`src/rtl/spart_req_arbiter.sv`:
```
// Round-robin arbiter that sequences two word requesters onto the SPART driver
// data port, handshaking against the driver status register with a wait timeout.
module spart_req_arbiter #(
    parameter logic [19:0] TIMEOUT = 20'd1000000
) (
    input  logic        clk,
    input  logic        rst,
    input  logic        r0_req,
    input  logic        r0_wr,
    input  logic [31:0] r0_wdata,
    output logic        r0_ack,
    output logic [31:0] r0_rdata,
    output logic        r0_err,
    input  logic        r1_req,
    input  logic        r1_wr,
    input  logic [31:0] r1_wdata,
    output logic        r1_ack,
    output logic [31:0] r1_rdata,
    output logic        r1_err,
    output logic        spart_data_wren,
    output logic        spart_data_rden,
    output logic [31:0] data_tx,
    input  logic [31:0] data_rx,
    input  logic [31:0] status_register,
    output logic        clear_status_rd,
    output logic        grant,
    output logic        busy
);
    typedef enum logic [3:0] {
        IDLE, TX_WAIT_RDY, TX_STROBE, TX_WAIT_BUSY, TX_WAIT_DONE,
        RX_WAIT_AVAIL, RX_STROBE, RX_CAPTURE, RESP
    } state_t;

    state_t      state_q, state_d;
    logic [19:0] cnt_q, cnt_d;
    logic        err_q, err_d;
    logic        grant_q, grant_d;
    logic        last_grant_q, last_grant_d;
    logic [31:0] wdata_q, wdata_d;
    logic [31:0] data_tx_q, data_tx_d;
    logic [31:0] r0_rdata_q, r0_rdata_d;
    logic [31:0] r1_rdata_q, r1_rdata_d;
    logic        pick;
    logic        timeout;
    logic [29:0] status_unused;

    assign status_unused = status_register[31:2];
    assign timeout = (cnt_q == TIMEOUT - 20'd1);

    always_comb begin
        state_d      = state_q;
        cnt_d        = cnt_q + 20'd1;
        err_d        = err_q;
        grant_d      = grant_q;
        last_grant_d = last_grant_q;
        wdata_d      = wdata_q;
        data_tx_d    = data_tx_q;
        r0_rdata_d   = r0_rdata_q;
        r1_rdata_d   = r1_rdata_q;
        pick         = 1'b0;
        case (state_q)
            IDLE: begin
                if (r0_req || r1_req) begin
                    // On a tie the port that did not win last time goes first.
                    pick         = (r0_req && r1_req) ? ~last_grant_q : r1_req;
                    grant_d      = pick;
                    last_grant_d = pick;
                    wdata_d      = pick ? r1_wdata : r0_wdata;
                    err_d        = 1'b0;
                    cnt_d        = '0;
                    state_d      = (pick ? r1_wr : r0_wr) ? TX_WAIT_RDY : RX_WAIT_AVAIL;
                end
            end
            TX_WAIT_RDY: begin
                if (status_register[0]) begin
                    state_d   = TX_STROBE;
                    data_tx_d = wdata_q;
                end else if (timeout) begin
                    state_d = RESP;
                    err_d   = 1'b1;
                end
            end
            TX_STROBE: begin
                state_d = TX_WAIT_BUSY;
                cnt_d   = '0;
            end
            TX_WAIT_BUSY: begin
                if (!status_register[0]) begin
                    state_d = TX_WAIT_DONE;
                    cnt_d   = '0;
                end else if (timeout) begin
                    state_d = RESP;
                    err_d   = 1'b1;
                end
            end
            TX_WAIT_DONE: begin
                if (status_register[0]) begin
                    state_d = RESP;
                end else if (timeout) begin
                    state_d = RESP;
                    err_d   = 1'b1;
                end
            end
            RX_WAIT_AVAIL: begin
                if (status_register[1]) begin
                    state_d = RX_STROBE;
                end else if (timeout) begin
                    state_d = RESP;
                    err_d   = 1'b1;
                end
            end
            RX_STROBE: state_d = RX_CAPTURE;
            RX_CAPTURE: begin
                if (grant_q) r1_rdata_d = data_rx;
                else         r0_rdata_d = data_rx;
                state_d = RESP;
            end
            RESP:    state_d = IDLE;
            default: state_d = IDLE;
        endcase
    end

    always_ff @(posedge clk) begin
        if (rst) begin
            state_q      <= IDLE;
            cnt_q        <= '0;
            err_q        <= 1'b0;
            grant_q      <= 1'b0;
            last_grant_q <= 1'b1;
            wdata_q      <= '0;
            data_tx_q    <= '0;
            r0_rdata_q   <= '0;
            r1_rdata_q   <= '0;
        end else begin
            state_q      <= state_d;
            cnt_q        <= cnt_d;
            err_q        <= err_d;
            grant_q      <= grant_d;
            last_grant_q <= last_grant_d;
            wdata_q      <= wdata_d;
            data_tx_q    <= data_tx_d;
            r0_rdata_q   <= r0_rdata_d;
            r1_rdata_q   <= r1_rdata_d;
        end
    end

    assign spart_data_wren = (state_q == TX_STROBE);
    assign spart_data_rden = (state_q == RX_STROBE);
    assign clear_status_rd = (state_q == RX_STROBE);
    assign data_tx         = data_tx_q;
    assign r0_ack          = (state_q == RESP) && !grant_q;
    assign r1_ack          = (state_q == RESP) && grant_q;
    assign r0_err          = r0_ack && err_q;
    assign r1_err          = r1_ack && err_q;
    assign r0_rdata        = r0_rdata_q;
    assign r1_rdata        = r1_rdata_q;
    assign grant           = grant_q;
    assign busy            = (state_q != IDLE);
endmodule
```
`config.mk`:
```
export PLATFORM = sky130hd
export DESIGN_NAME = spart_req_arbiter
export DESIGN_NICKNAME = d
export VERILOG_FILES = /design/src/rtl/spart_req_arbiter.sv
export SDC_FILE = /design/constraint.sdc
export NUM_CORES = 1
export LEC_CHECK = 0
export BUFFER_PORTS_ARGS = -buffer_cell sky130_fd_sc_hd__buf_4
export CAP_MARGIN = 10
export CORE_MARGIN = 2
export CORE_UTILIZATION = 53
export CTS_CLUSTER_DIAMETER = 40
export DETAILED_ROUTE_END_ITERATION = 10
export GPL_TIMING_DRIVEN = 1
export HOLD_SLACK_MARGIN = 0.06
export PLACE_DENSITY = 0.83
export SYNTH_ARGS = -nofsm -noshare
export SYNTH_HDL_FRONTEND = slang
export SYNTH_SLANG_ARGS = --single-unit
```
`constraint.sdc`:
```
create_clock -name clk -period 4.1 [get_ports clk]
set_clock_uncertainty 0.15 [all_clocks]
set_input_delay 0.41 -clock clk [delete_from_list [all_inputs] [get_ports clk]]
set_output_delay 0.41 -clock clk [all_outputs]
set_load 0.05 [all_outputs]
```
==> impl_metrics.csv <==
group,metric,value,unit
floorplan,io_pins,239,
finish,n_antenna_cell,0,
timing,slew_viol_final,0,
timing,setup_viol,0,
finish,fin_cells,1092,
timing,worstMarginPinSlew,1150,ps
logic_synthesis,netlist_top_cells_count,"nand2_1, dfxtp_1, a21oi_1",
setup_path,crit_type,"reg -> out",
floorplan,design.die.area,12900,µm²
grt,grt-ovfl-total,0,
logic_synthesis,synth_seq_cells,155,
timing,period_needed,2720,ps
timing,slew_headroom,0.235,
run,cap_violations,0,
logic_synthesis,synth_edf_count,0,
timing,fmax,368,MHz
grt,grt_first_pass_wirelength,25600,µm
clock_network,holdBufCountCts,0,
detailed_routing,final_antenna_net_count,0,
logic_synthesis,synth.avg_cell_area,8.41,µm²
clock_network,root_buffer,"clkbuf_16",
floorplan,coreArea,11900,µm²
clock_network,numCtsBuffers,17,
clock_network,htreeDepth,4,
place,place_inst,1060,
setup_path,worst_setup_path_start_kind,"flip-flop",
setup_path,cp_max_fo,22,
clock_network,cts_buffer_depth,2,
detailed_routing,drt_iter0_drc,529,
clock_network,cts_tree,"built",
clock_network,clock_sinks,155,
logic_synthesis,synth_area_leader_cell,"dfxtp_1",
power_and_ir_drop,p_leak,3.42,nW
grt,first_global_vias,5196,
floorplan,initial_core_util,0.536,
finish,fill_cells,932,
grt,antenna_found_initial,0,
finish,multi_input_area,3000,µm²
logic_synthesis,async_reset_ff_frac,0,
timing,hold_viol,0,
power_and_ir_drop,power_density,523,nW/µm²
clock_network,clkTransAtPathRegs,60,ps
grt,grt_util_all_layers,0.249,
detailed_routing,route.final.wire_length,16300,µm
place,hpwl,11000,µm
detailed_routing,dr.pass1.iters,5,
finish,area_growth,34.8,%
finish,drive_gt1_frac,0.293,
logic_synthesis,ys_top_cells_by_area,"dfxtp_1, nand2_1, a21oi_1, mux2i_1, a211oi_2",
floorplan,num_rows,40,
detailed_routing,post_drt_wl_per_cell,14.9,µm
timing,fin_tns_setup,0,ps
setup_path,required,3540,ps
timing,fin_crit_sh,0.663,
logic_synthesis,yosysTopAreaCellShare,0.488,
floorplan,fp.dieH,114,µm
grt,grt_max_degree,79,
timing,hold_ws,93.6,ps
clock_network,post_cts_resize_count,0,
outcome,status,"finished clean",
setup_path,end_kind,"output port",
clock_network,clk_latency,420,ps
setup_path,cp.arrival,2160,ps
place,place.gp.congestion,0.833,
logic_synthesis,synth_most_common_cell,"nand2_1",
logic_synthesis,synth_flop_cell,"dfxtp_1",
detailed_routing,viasPerCell,5.30,
logic_synthesis,synth_cells,756,
place,place.port_buffers,208,
logic_synthesis,yosysSeqAreaShare,0.488,
clock_network,post_cts_buffers,0,
logic_synthesis,synth_nets,891,
hold_path,worstHoldPathType,"in -> reg",
logic_synthesis,synth.distinct_cells,51,
finish,fin_util,0.723,
detailed_routing,drc,0,
timing,grt_setup_unrepaired,"no",
logic_synthesis,ys_warn_count,0,
finish,regArea,3100,µm²
floorplan,die_w,114,µm
finish,final_nets,1067,
detailed_routing,vias,5785,
logic_synthesis,synth_area,6360,µm²
power_and_ir_drop,vdd_ir_drop_max,0.315,mV
## stage by stage
| step | power, W | instance area, µm² | worst slack, ps |
|---|---|---|---|
| final | 0.00449 | 8570 | 1380 |
| after CTS | 0.00450 | 8570 | 1360 |
| after global routing | 0.00468 | 8570 | 1120 |
| after floorplan | 0.00254 | 6360 | 1780 |
| after global placement | 0.00277 | 7930 | 1460 |
| after detailed placement | 0.00280 | 7930 | 1400 |
## logic make-up after synthesis
| kind of cell | after synthesis | share of synthesized area |
|---|---|---|
| buffers and inverters | 65 | 0.0478 |
| AOI/OAI and AO/OA | 167 | 0.167 |
| DFF | 155 | 0.488 |
| xor gates and xnor gates | 13 | 0.0179 |
| and+or+nand+nor | 322 | 0.225 |
| muxes | 33 | 0.0519 |
| adders and majority gates | 1 | 0.00197 |
## placed cells by master (no fill, tap or decap), types with 7 or more instances in the layout
master	instances
nand3_1	7
a211oi_1	14
clkbuf_16	17
a211oi_2	20
dfxtp_1	155
mux2i_1	33
buf_4	215
o21ai_0	10
a21oi_1	108
nand2_1	205
xnor2_1	7
nor2_1	57
## per-layer routing
| metal | part of all wire | vias up | GRT usage |
|---|---|---|---|
| met4 | 0.028 | 0 | 0.120 |
| met3 | 0.050 | 32 | 0.0553 |
| met5 | 0 | - | 0 |
| met2 | 0.50 | 170 | 0.412 |
| met1 | 0.42 | 2665 | 0.311 |
| li1 | - | 2918 | - |
## layout make-up
cell class / instances / share of cell area
Clock buffer: 25 / 0.0566
Clock inverter: 7 / 0.0187
Inverter: 7 / 0.00307
Multi-Input combinational cell: 536 / 0.350
Sequential cell: 155 / 0.362
Tap cell: 147 / 0.0215
Timing Repair Buffer: 215 / 0.188
## power breakdown
part | leakage [nW] | internal (W) | switching (W)
Combinational | 1.85 | 0.000361 | 0.000612
Clock | 0.315 | 0.00113 | 0.000583
Sequential | 1.26 | 0.00167 | 0.000137
## state kept, by name, indices dropped and copies added (netlist names)
| name | count |
|---|---|
| data_tx | 32 |
| grant | 1 |
| last_grant_q | 1 |
| wdata_q | 32 |
| r0_rdata | 32 |
| state_q | 4 |
| cnt_q | 20 |
| r1_rdata | 32 |
| err_q | 1 |
## critical path: stages (launching register included)
cell,delay (ps)
dfxtp_1,790
nand2b_1,370
nor3_1,320
buf_4,260
## final timing paths
| kind | slack, ps | cells past startpoint | startpoint | end |
|---|---|---|---|---|
| max reg2reg | 1380 | 4 | state_q[1] | r0_rdata[12] |
| min reg2reg | 300 | 2 | wdata_q[17] | data_tx[17] |
| min | 90 | 3 | data_rx[20] | r1_rdata[20] |
| max | 1380 | 3 | state_q[1] | spart_data_wren |
No activity file was read; power rests on OpenSTA's default activity.
